==> src/rtl/comp_serial_nbit.sv <==
// -----------------------------------------------------------------------------
// comp_serial_nbit
//
// Bit-serial N-bit unsigned magnitude comparator. Operands are captured on an
// accepted start and walked MSB-first, one 1-bit compare per clock. When the
// walk finishes, exactly one of l/g/e is set and done pulses for one cycle.
//
// Parameters:
//   WIDTH  operand width in bits (2..32)
//
// Ports:
//   clk    in   rising-edge clock
//   rst_n  in   asynchronous active-low reset
//   start  in   compare request, only sampled while busy=0
//   a, b   in   unsigned operands, sampled on the accepted start edge
//   busy   out  high while a compare is in progress
//   done   out  one-cycle pulse; l/g/e are valid from this cycle on
//   l      out  a < b
//   g      out  a > b
//   e      out  a == b
//
// Configuration macro:
//   COMP_EARLY_EXIT_EN  defined: RUN ends on the first differing bit
//                       (latency 1..WIDTH). Undefined: RUN always takes
//                       WIDTH cycles. The result is the same either way.
// -----------------------------------------------------------------------------
module comp_serial_nbit #(
  parameter int WIDTH = 8
) (
  input  logic             clk,
  input  logic             rst_n,
  input  logic             start,
  input  logic [WIDTH-1:0] a,
  input  logic [WIDTH-1:0] b,
  output logic             busy,
  output logic             done,
  output logic             l,
  output logic             g,
  output logic             e
);

  localparam int CW = $clog2(WIDTH);

  typedef enum logic {
    IDLE = 1'b0,
    RUN  = 1'b1
  } state_t;

  state_t           state_q, state_d;
  logic [WIDTH-1:0] sa_q, sa_d;
  logic [WIDTH-1:0] sb_q, sb_d;
  logic [CW-1:0]    cnt_q, cnt_d;
  // Internal sticky flags: record the first difference while walking. The
  // visible l/g/e stay 0 while busy and are only loaded at completion.
  logic             lt_q, lt_d;
  logic             gt_q, gt_d;
  logic             busy_q, busy_d;
  logic             done_q, done_d;
  logic             l_q, l_d;
  logic             g_q, g_d;
  logic             e_q, e_d;

  logic             msb_a;
  logic             msb_b;
  logic             finish;

  assign msb_a = sa_q[WIDTH-1];
  assign msb_b = sb_q[WIDTH-1];

  always_comb begin
    state_d = state_q;
    sa_d    = sa_q;
    sb_d    = sb_q;
    cnt_d   = cnt_q;
    lt_d    = lt_q;
    gt_d    = gt_q;
    busy_d  = busy_q;
    done_d  = 1'b0;
    l_d     = l_q;
    g_d     = g_q;
    e_d     = e_q;
    finish  = 1'b0;

    case (state_q)
      IDLE: begin
        if (start) begin
          sa_d    = a;
          sb_d    = b;
          cnt_d   = CW'(WIDTH - 1);
          lt_d    = 1'b0;
          gt_d    = 1'b0;
          l_d     = 1'b0;
          g_d     = 1'b0;
          e_d     = 1'b0;
          busy_d  = 1'b1;
          state_d = RUN;
        end
      end

      RUN: begin
        sa_d  = {sa_q[WIDTH-2:0], 1'b0};
        sb_d  = {sb_q[WIDTH-2:0], 1'b0};
        cnt_d = cnt_q - 1'b1;

        // Only the first differing bit decides; later bits are ignored.
        if (!(lt_q || gt_q)) begin
          lt_d = ~msb_a & msb_b;
          gt_d = msb_a & ~msb_b;
        end

`ifdef COMP_EARLY_EXIT_EN
        finish = (cnt_q == '0) || (msb_a ^ msb_b);
`else
        finish = (cnt_q == '0);
`endif

        if (finish) begin
          l_d     = lt_d;
          g_d     = gt_d;
          e_d     = ~(lt_d | gt_d);
          done_d  = 1'b1;
          busy_d  = 1'b0;
          state_d = IDLE;
        end
      end

      default: begin
        state_d = IDLE;
        busy_d  = 1'b0;
      end
    endcase
  end

  always_ff @(posedge clk or negedge rst_n) begin
    if (!rst_n) begin
      state_q <= IDLE;
      sa_q    <= '0;
      sb_q    <= '0;
      cnt_q   <= '0;
      lt_q    <= 1'b0;
      gt_q    <= 1'b0;
      busy_q  <= 1'b0;
      done_q  <= 1'b0;
      l_q     <= 1'b0;
      g_q     <= 1'b0;
      e_q     <= 1'b0;
    end else begin
      state_q <= state_d;
      sa_q    <= sa_d;
      sb_q    <= sb_d;
      cnt_q   <= cnt_d;
      lt_q    <= lt_d;
      gt_q    <= gt_d;
      busy_q  <= busy_d;
      done_q  <= done_d;
      l_q     <= l_d;
      g_q     <= g_d;
      e_q     <= e_d;
    end
  end

  assign busy = busy_q;
  assign done = done_q;
  assign l    = l_q;
  assign g    = g_q;
  assign e    = e_q;

endmodule

==> config.mk <==
export PLATFORM = sky130hd
export DESIGN_NAME = comp_serial_nbit
export DESIGN_NICKNAME = d
export VERILOG_FILES = /design/src/rtl/comp_serial_nbit.sv
export SDC_FILE = /design/constraint.sdc
export NUM_CORES = 1
export LEC_CHECK = 0
export BUFFER_PORTS_ARGS = -buffer_cell sky130_fd_sc_hd__buf_4
export CORE_MARGIN = 2
export CORE_UTILIZATION = 45
export DETAILED_ROUTE_END_ITERATION = 16
export GPL_TIMING_DRIVEN = 0
export PLACE_DENSITY = 0.81
export SYNTH_ARGS = -nofsm -noshare
export SYNTH_HDL_FRONTEND = slang
export SYNTH_SLANG_ARGS = --single-unit
==> constraint.sdc <==
create_clock -name clk -period 1.2 [get_ports clk]
set_input_delay 0.24 -clock clk [delete_from_list [all_inputs] [get_ports clk]]
set_output_delay 0.24 -clock clk [all_outputs]
set_load 0.02 [all_outputs]
Word-level counts from Yosys, hierarchy flattened
Index checks and enable logic that the tools add are counted.
{"block": "totals", "ff_bits": 27, "input_bits": 19}
{"block": "classes", "n_addsub": 1, "eq_ne": 2, "mux": 27, "n_bitwise": 7, "reduce_logical": 3}
{"operator": "$pmux W8 S2", "count": 2}
{"operator": "$mux W8", "count": 2}
{"operator": "$mux W1", "count": 14}
{"operator": "$pmux W1 S2", "count": 7}
{"operator": "$pmux W3 S2", "count": 1}
{"operator": "$not A1 Y1", "count": 4}
{"operator": "$logic_not A3 Y1", "count": 1}
{"operator": "$mux W3", "count": 1}
{"operator": "$sub A3 B1 Y3 const B", "count": 1}
{"operator": "$and A1 B1 Y1", "count": 2}
{"operator": "$ne A2 B1 Y1 const B", "count": 1}
{"operator": "$ne A2 B2 Y1 const B", "count": 1}
{"operator": "$reduce_and A2 Y1", "count": 1}
{"operator": "$logic_or A1 B1 Y1", "count": 1}
{"operator": "$or A1 B1 Y1", "count": 1}

Logic depth before layout (Yosys ltp)
Gate-level depths: netlist of the first run.
{"block": "depth", "depth_word": 8, "mapped_depth": 5, "ltp_nobuf": 5}

Least setup slack after synthesis of the first run
Ideal clock, no wire load.
{"block": "synth_path", "kind": "register to register", "startpoint": "register cnt_q[0]", "endpoint": "register e_q, in the netlist e", "setup_ns": 0.104, "t_arrival_ns": 0.992, "required_ns": 1.096, "path_slack_ns": 0.105, "path_stages_with_launch": 5, "path_buffers": 0, "synth_period_minus_slack_ns": 1.095, "path_cell_list": "dfrtp_1 -> inv_1 -> ha_1 -> nand3b_4 -> o41ai_2"}
{"block": "synth_between", "elab_chain_cells": 3}
{"element": "start: declaration", "line_no": "52", "text": "logic [CW-1:0] cnt_q, cnt_d;"}
{"element": "start signal: assignment", "line_no": "151", "text": "cnt_q <= cnt_d;"}
{"element": "$logic_not A3 Y1", "line_no": "114", "text": "finish = (cnt_q == '0);"}
{"element": "$ne A2 B1 Y1 (no source line)"}
{"element": "$reduce_and A2 Y1 (no source line)"}
{"element": "end signal: assignment", "line_no": "146", "text": "e_q <= 1'b0;"}
{"element": "end signal: assignment", "line_no": "158", "text": "e_q <= e_d;"}
{"element": "end: declaration", "line_no": "61", "text": "logic e_q, e_d;"}
Every way passes these cells.
A chain may end at the register's enable or synchronous reset.

Final worst setup path of the first run
{"block": "layout_path", "startpoint": "register busy_q, in the netlist busy", "endpoint": "output busy"}
{"element": "start: declaration", "line_no": "57", "text": "logic busy_q, busy_d;"}
{"element": "start signal: assignment", "line_no": "154", "text": "busy_q <= busy_d;"}
{"element": "end: declaration", "line_no": "35", "text": "output logic busy,"}
No word-level cell between the ends.

==> flow_metrics.tcl, run 1 <==
set metrics [dict create \
    drive_gt1_frac 0.2727 \
    cts_buffers 3 \
    tightest_slew_ps 327.7 \
    cts_sinks 27 \
    wl_per_cell_um 12.45 \
    synth-async-reset-ratio 1.000 \
    nets 165 \
    ir_drop_v 0.001118 \
    synth_seq_cells 27 \
    drc_errors 0 \
    drv_slew 0 \
    vias_per_cell 5.040 \
    cp_max_fo 2 \
    num_antenna_cells 0 \
    relSlewSlack 0.7816 \
    synth_top_area_frac 0.5516 \
    first_iter_violations 13 \
    fp.dieW_um 56.18 \
    yosysUniqueCellTypes 20 \
    instances_no_fill 173 \
    overflow 0 \
    yosysWarnings 0 \
    firstDrtPassIters 4 \
    grt_usage 0.1536 \
    path_class "flop to output pin" \
    hold_depth 3 \
    gp_congestion 0.6842 \
    area_delta_synth_final_pct 21.55 \
    die_area_mm2 0.003156 \
    insertion_delay_ps 320 \
    fmax_ghz 0.8907 \
    cp.depth 1 \
    synthTopCellsByCount "dfrtp_1, mux2i_1, o21ai_1, nand2_1, nor2_1" \
    finalHoldViolCount 0 \
    cp-end-kind "output pin" \
    hp-class "input port to flop" \
    path_cells "buf_4" \
    setup_violations 0 \
    worstPathArrival_ps 880 \
    initial_utilization 0.4856 \
    outcome "finished clean" \
    place_inst 166 \
    fp-row-count 18 \
    syn_nets 134 \
    drv_cap 0 \
    synthFlopType "dfrtp_1" \
    required_ps 960 \
    htreeDepth 1 \
    tns_ps 0 \
    synth_top_cell_by_area "dfrtp_1" \
    ys_seq_area_frac 0.5516 \
    drt_wl_total_um 2154 \
    rr_worst_depth 5 \
    hold_slack_ps 155.4 \
    synth_area_leaders "dfrtp_1, mux2i_1, o21ai_1, nand2_1, a21oi_1" \
    grt_pass1_vias 879 \
    synthCells 113 \
    setup_slack_ps 77.26 \
    io_pins 24 \
    ant_nets 0 \
    p_total_uw 3245 \
    leakagePower_uw 0.0007469 \
    clock_path_buffers 2 \
    yosysMostFrequentCell "dfrtp_1" \
    cpPeakStageDelay_ps 400 \
    num_vias 872 \
    avgSynthCellArea_um2 10.84 \
    io_buffer_count 23 \
    dp_slack_ps 19.57 \
    skew_ps 6.932 \
    path_buf_inv 1 \
    crit_slowest_cell "dfrtp_1" \
    synth_area_mm2 0.001225 \
    grt_max_degree 28 \
    grt_pass1_wl_um 3822 \
    antenna_found_initial 0 \
    cts_root_buffer "clkbuf_4" \
    p_per_area_mw_per_mm2 2180 \
    die_h_um 56.18 \
    dp_hpwl_um 1630 \
    coreArea_mm2 0.002522 \
    clkTransAtPathRegs_ps 130 \
    start_kind "flop" \
    fin_crit_sh 0.9356 \
    synth_edf_count 0 \
    cpLargestDelayFamily "flip-flops" \
    cts_tree "yes" \
    rsz0062_at_grt "false" \
    period_minus_slack_ps 1123 \
]
-- stage by stage --
| stage | area, µm² | utilization |
|---|---|---|
| after floorplan | 1225 | - |
| after global placement | 1435 | 0.5689 |
| after detailed placement | 1435 | 0.5689 |
| after CTS | 1479 | 0.5863 |
| after global routing | 1489 | 0.5903 |
| final | 1489 | 0.5903 |
-- cells in the final DEF, fill, tap and decap left out --
master / n
buf_4: 27
dfrtp_1: 27
mux2i_1: 16
o21ai_1: 16
nand2_1: 14
nor2_1: 8
a21oi_1: 6
inv_1: 3
nor3_1: 3
nand3_1: 3
clkbuf_4: 3
inv_2: 2
buf_2: 2
buf_6: 2
nor3b_1: 2
nand3b_4: 1
nand2b_1: 1
xor2_1: 1
o41ai_2: 1
xnor2_1: 1
ha_2: 1
ha_1: 1
clkbuf_1: 1
dlygate4sd3_1: 1
-- where the power goes --
group          switching (µW)  internal (µW)
Sequential                248           1280
Clock                     243            130
Combinational             720            628
Total                    1210           2030
-- routing by layer --
layer  track usage  vias to the layer above  part of all wire
met4       0.07143                        0             0.023
met3       0.02558                        5             0.036
met1        0.1868                      408              0.42
met5             0                        -                 0
li1              -                      441                 -
met2        0.2639                       18              0.52
-- state kept, by name (all words and copies together) (netlist names) --
| signal | count |
|---|---|
| lt_q | 1 |
| busy | 1 |
| sb_q | 8 |
| done | 1 |
| gt_q | 1 |
| l | 1 |
| state_q | 1 |
| g | 1 |
| e | 1 |
| sa_q | 8 |
| cnt_q | 3 |
-- cell families (layout without fill, tap and decap cells) --
group / Yosys count / in the layout / share of synthesized area
buf+inv: 11 / 41 / 0.05413
mux: 16 / 16 / 0.1307
simple gates: 32 / 32 / 0.1256
fa+ha+maj: 2 / 2 / 0.02043
flops: 27 / 27 / 0.5516
xor+xnor: 2 / 2 / 0.01430
compound gates: 23 / 23 / 0.1032
-- worst reg2reg max path, stage by stage, from the launching register on --
cell and delay [ps]:
dfrtp_1 410, inv_1 90, ha_2 190, nand3b_4 120, nand3_1 130, o41ai_2 70
-- timing repair --
action	CTS	global route
setup buffers	1	1
endpoints found under the hold margin	27	0
endpoints found under the setup margin	1	1
gates resized for setup	0	1
hold buffers	1	0
pin swaps	0	1
-- layout make-up --
cell class,instances,area [µm²]
Fill cell,231,1033
Buffer,6,47.55
Clock buffer,4,26.28
Multi-Input combinational cell,75,485.5
Inverter,5,18.77
Sequential cell,27,675.6
Tap cell,30,37.54
Timing Repair Buffer,26,197.7
-- path summary, 6_finish.rpt --
kind | from | endpoint | slack, ps
worst max-delay path | busy | busy | 80
worst min-delay path | a[0] | sa_q[0] | 160
worst max register to register | cnt_q[1] | e | 100
worst min register to register | sb_q[1] | sb_q[2] | 500
max in group asynchronous | rst_n | sb_q[2] | 610
min in group asynchronous | rst_n | sa_q[4] | 340
Power figures use the tool's default switching activity.
==> inputs of run 2 (changes only) <==
- CORE_UTILIZATION: 45 -> 50
- PLACE_DENSITY: 0.81 -> 0.84
- clock period: 1.2 -> 1.15 ns (I/O delays scaled with it)
==> run 2 against run 1 <==
Effect of this change: critical path depth is the same; sequential cell count is the same; sequential share of layout area shrank 1.0 points; worst hold slack lost 3.6 ps; sequential power grew 5%; utilization grew 8.6 points; final cell count is the same; non-clock buffer count grew 2; global-route usage grew 4.9 points; power grew 9.2%; via count grew 3.7%; largest power group unchanged.
==> flow_metrics.tcl, run 2 (synthesized netlist as in run 1, its figures left out) <==
set metrics [dict create \
    final_area_mm2 0.001524 \
    ant_nets 0 \
    combinationalPowerShare 0.434 \
    layout_commonest_cell "dfrtp_1" \
    final_core_util 0.6759 \
    drt_wl_total_um 2375 \
    dp_hpwl_um 1742 \
    cts_buffers 3 \
    clock_path_buffers 2 \
    p_sw_frac 0.3785 \
    wl_per_cell_um 13.73 \
    worstPathArrival_ps 870 \
    cts_tree "yes" \
    required_ps 920 \
    coreArea_mm2 0.002255 \
    io_buffer_count 23 \
    layout_common_cells "dfrtp_1, buf_4, mux2i_1, o21ai_1, nand2_1" \
    finalHoldViolCount 0 \
    outcome "finished clean" \
    start_kind "flop" \
    cp-end-kind "output pin" \
    rr_worst_depth 4 \
    clkTransAtPathRegs_ps 140 \
    initial_utilization 0.5433 \
    ir_drop_v 0.001575 \
    r2r_start "cnt_q[1]" \
    first_iter_violations 10 \
    cp_max_fo 2 \
    grt_max_degree 28 \
    num_antenna_cells 0 \
    hold_depth 3 \
    antenna_found_initial 0 \
    vias_per_cell 5.225 \
    path_cells "buf_4" \
    path_buf_inv 1 \
    clockPowerShare 0.114 \
    hp-start "b[0]" \
    cpLargestDelayFamily "flip-flops" \
    p_per_area_mw_per_mm2 2325 \
    relSlewSlack 0.7741 \
    htreeDepth 1 \
    io_pins 24 \
    r2r_end "e" \
    drc_errors 0 \
    cts_sinks 27 \
    setup_violations 0 \
    fin_crit_sh 0.9600 \
    nets 167 \
    gp_congestion 0.6958 \
    holdPathEnd "sb_q[0]" \
    die_area_mm2 0.002862 \
    period_minus_slack_ps 1104 \
    fmax_ghz 0.9058 \
    cpPeakStageDelay_ps 400 \
    firstDrtPassIters 4 \
    drv_cap 0 \
    skew_ps 1.639 \
    placed_area_mm2 0.001433 \
    crit_slowest_cell "dfrtp_1" \
    insertion_delay_ps 320 \
    path_class "flop to output pin" \
    fp-row-count 17 \
    fp.dieW_um 53.50 \
    top_regs "sa_q x8, sb_q x8, cnt_q x3" \
    grt_pass1_wl_um 4043 \
    drive_gt1_frac 0.2897 \
    num_vias 904 \
    cts_root_buffer "clkbuf_4" \
    switching_power_uw 1341 \
    r2r_slack_ps 60 \
    overflow 0 \
    leakagePower_uw 0.0007641 \
    place_inst 164 \
    intPower_uw 2202 \
    tightest_slew_ps 338.8 \
    grt_usage 0.2025 \
    rsz0062_at_grt "true" \
    drv_slew 0 \
    pwr-share-seq 0.452 \
    die_h_um 53.50 \
    hp-class "input port to flop" \
    p_total_uw 3543 \
    dp_slack_ps -31.66 \
    grt_pass1_vias 922 \
    setup_slack_ps 46.00 \
    instances_no_fill 173 \
    area_delta_synth_final_pct 24.41 \
]
==> run 2: cell count changes in the layout (fill, tap and decap cells not counted) <==
| cell | before | now |
|---|---|---|
| buf_6 | 2 | 5 |
| ha_2 | 1 | 0 |
| clkbuf_1 | 1 | 0 |
| clkinv_2 | 0 | 1 |
| buf_4 | 27 | 26 |
| ha_4 | 0 | 1 |
==> run 2: timing repair <==
item | in CTS | in global routing
pin swaps | 2 | 0
hold endpoints to repair | 27 | 0
setup endpoints to repair | 1 | 5
buffers inserted | 2 | 2
resized for setup | 1 | 4
hold buffers | 1 | 0
==> run 2: layout make-up <==
cell class	instances	area [µm²]
sequential	27	675.6
timing repair buffer	28	224.0
fill	202	730.7
clock inverter	1	5.005
buffer	6	47.55
clock buffer	3	22.52
inverter	5	18.77
multi-input combinational	75	495.5
tap	28	35.03
==> run 2: through the flow <==
step / hold WS, ps / TNS [ps]
2_1_floorplan: -65.59 / 0
3_3_place_gp: 156.2 / 0
3_5_place_dp: 162.3 / -31.66
4_1_cts: 144.3 / 0
5_1_grt: 187.5 / 0
6_report: 151.7 / 0
==> run 2: routing by layer <==
metal | wire length [µm] | GRT usage | up-vias | part of all wire
met5 | 0 | 0 | - | 0
met4 | 16 | 0.07692 | 0 | 0.0067
met3 | 103 | 0.03955 | 2 | 0.043
met2 | 1248 | 0.3580 | 21 | 0.53
met1 | 1007 | 0.2391 | 435 | 0.42
li1 | - | - | 446 | -
==> run 2: power by group through the flow <==
stage               clock (µW)  sequential [µW]  combinational (µW)
global route               446             1650                1750
finish                     403             1600                1540
CTS                        416             1590                1440
global placement             0             1590                1310
detailed placement           0             1620                1370
floorplan                    0             1650                 900
==> run 2: how the worst max path moves through the flow <==
stage	from	to	depth (start not counted)
2_1_floorplan	cnt_q[0]	e	4
3_3_place_gp	cnt_q[0]	e	4
3_5_place_dp	cnt_q[0]	e	4
4_1_cts	l	l	1
5_1_grt	l	l	1
6_report	busy	busy	1
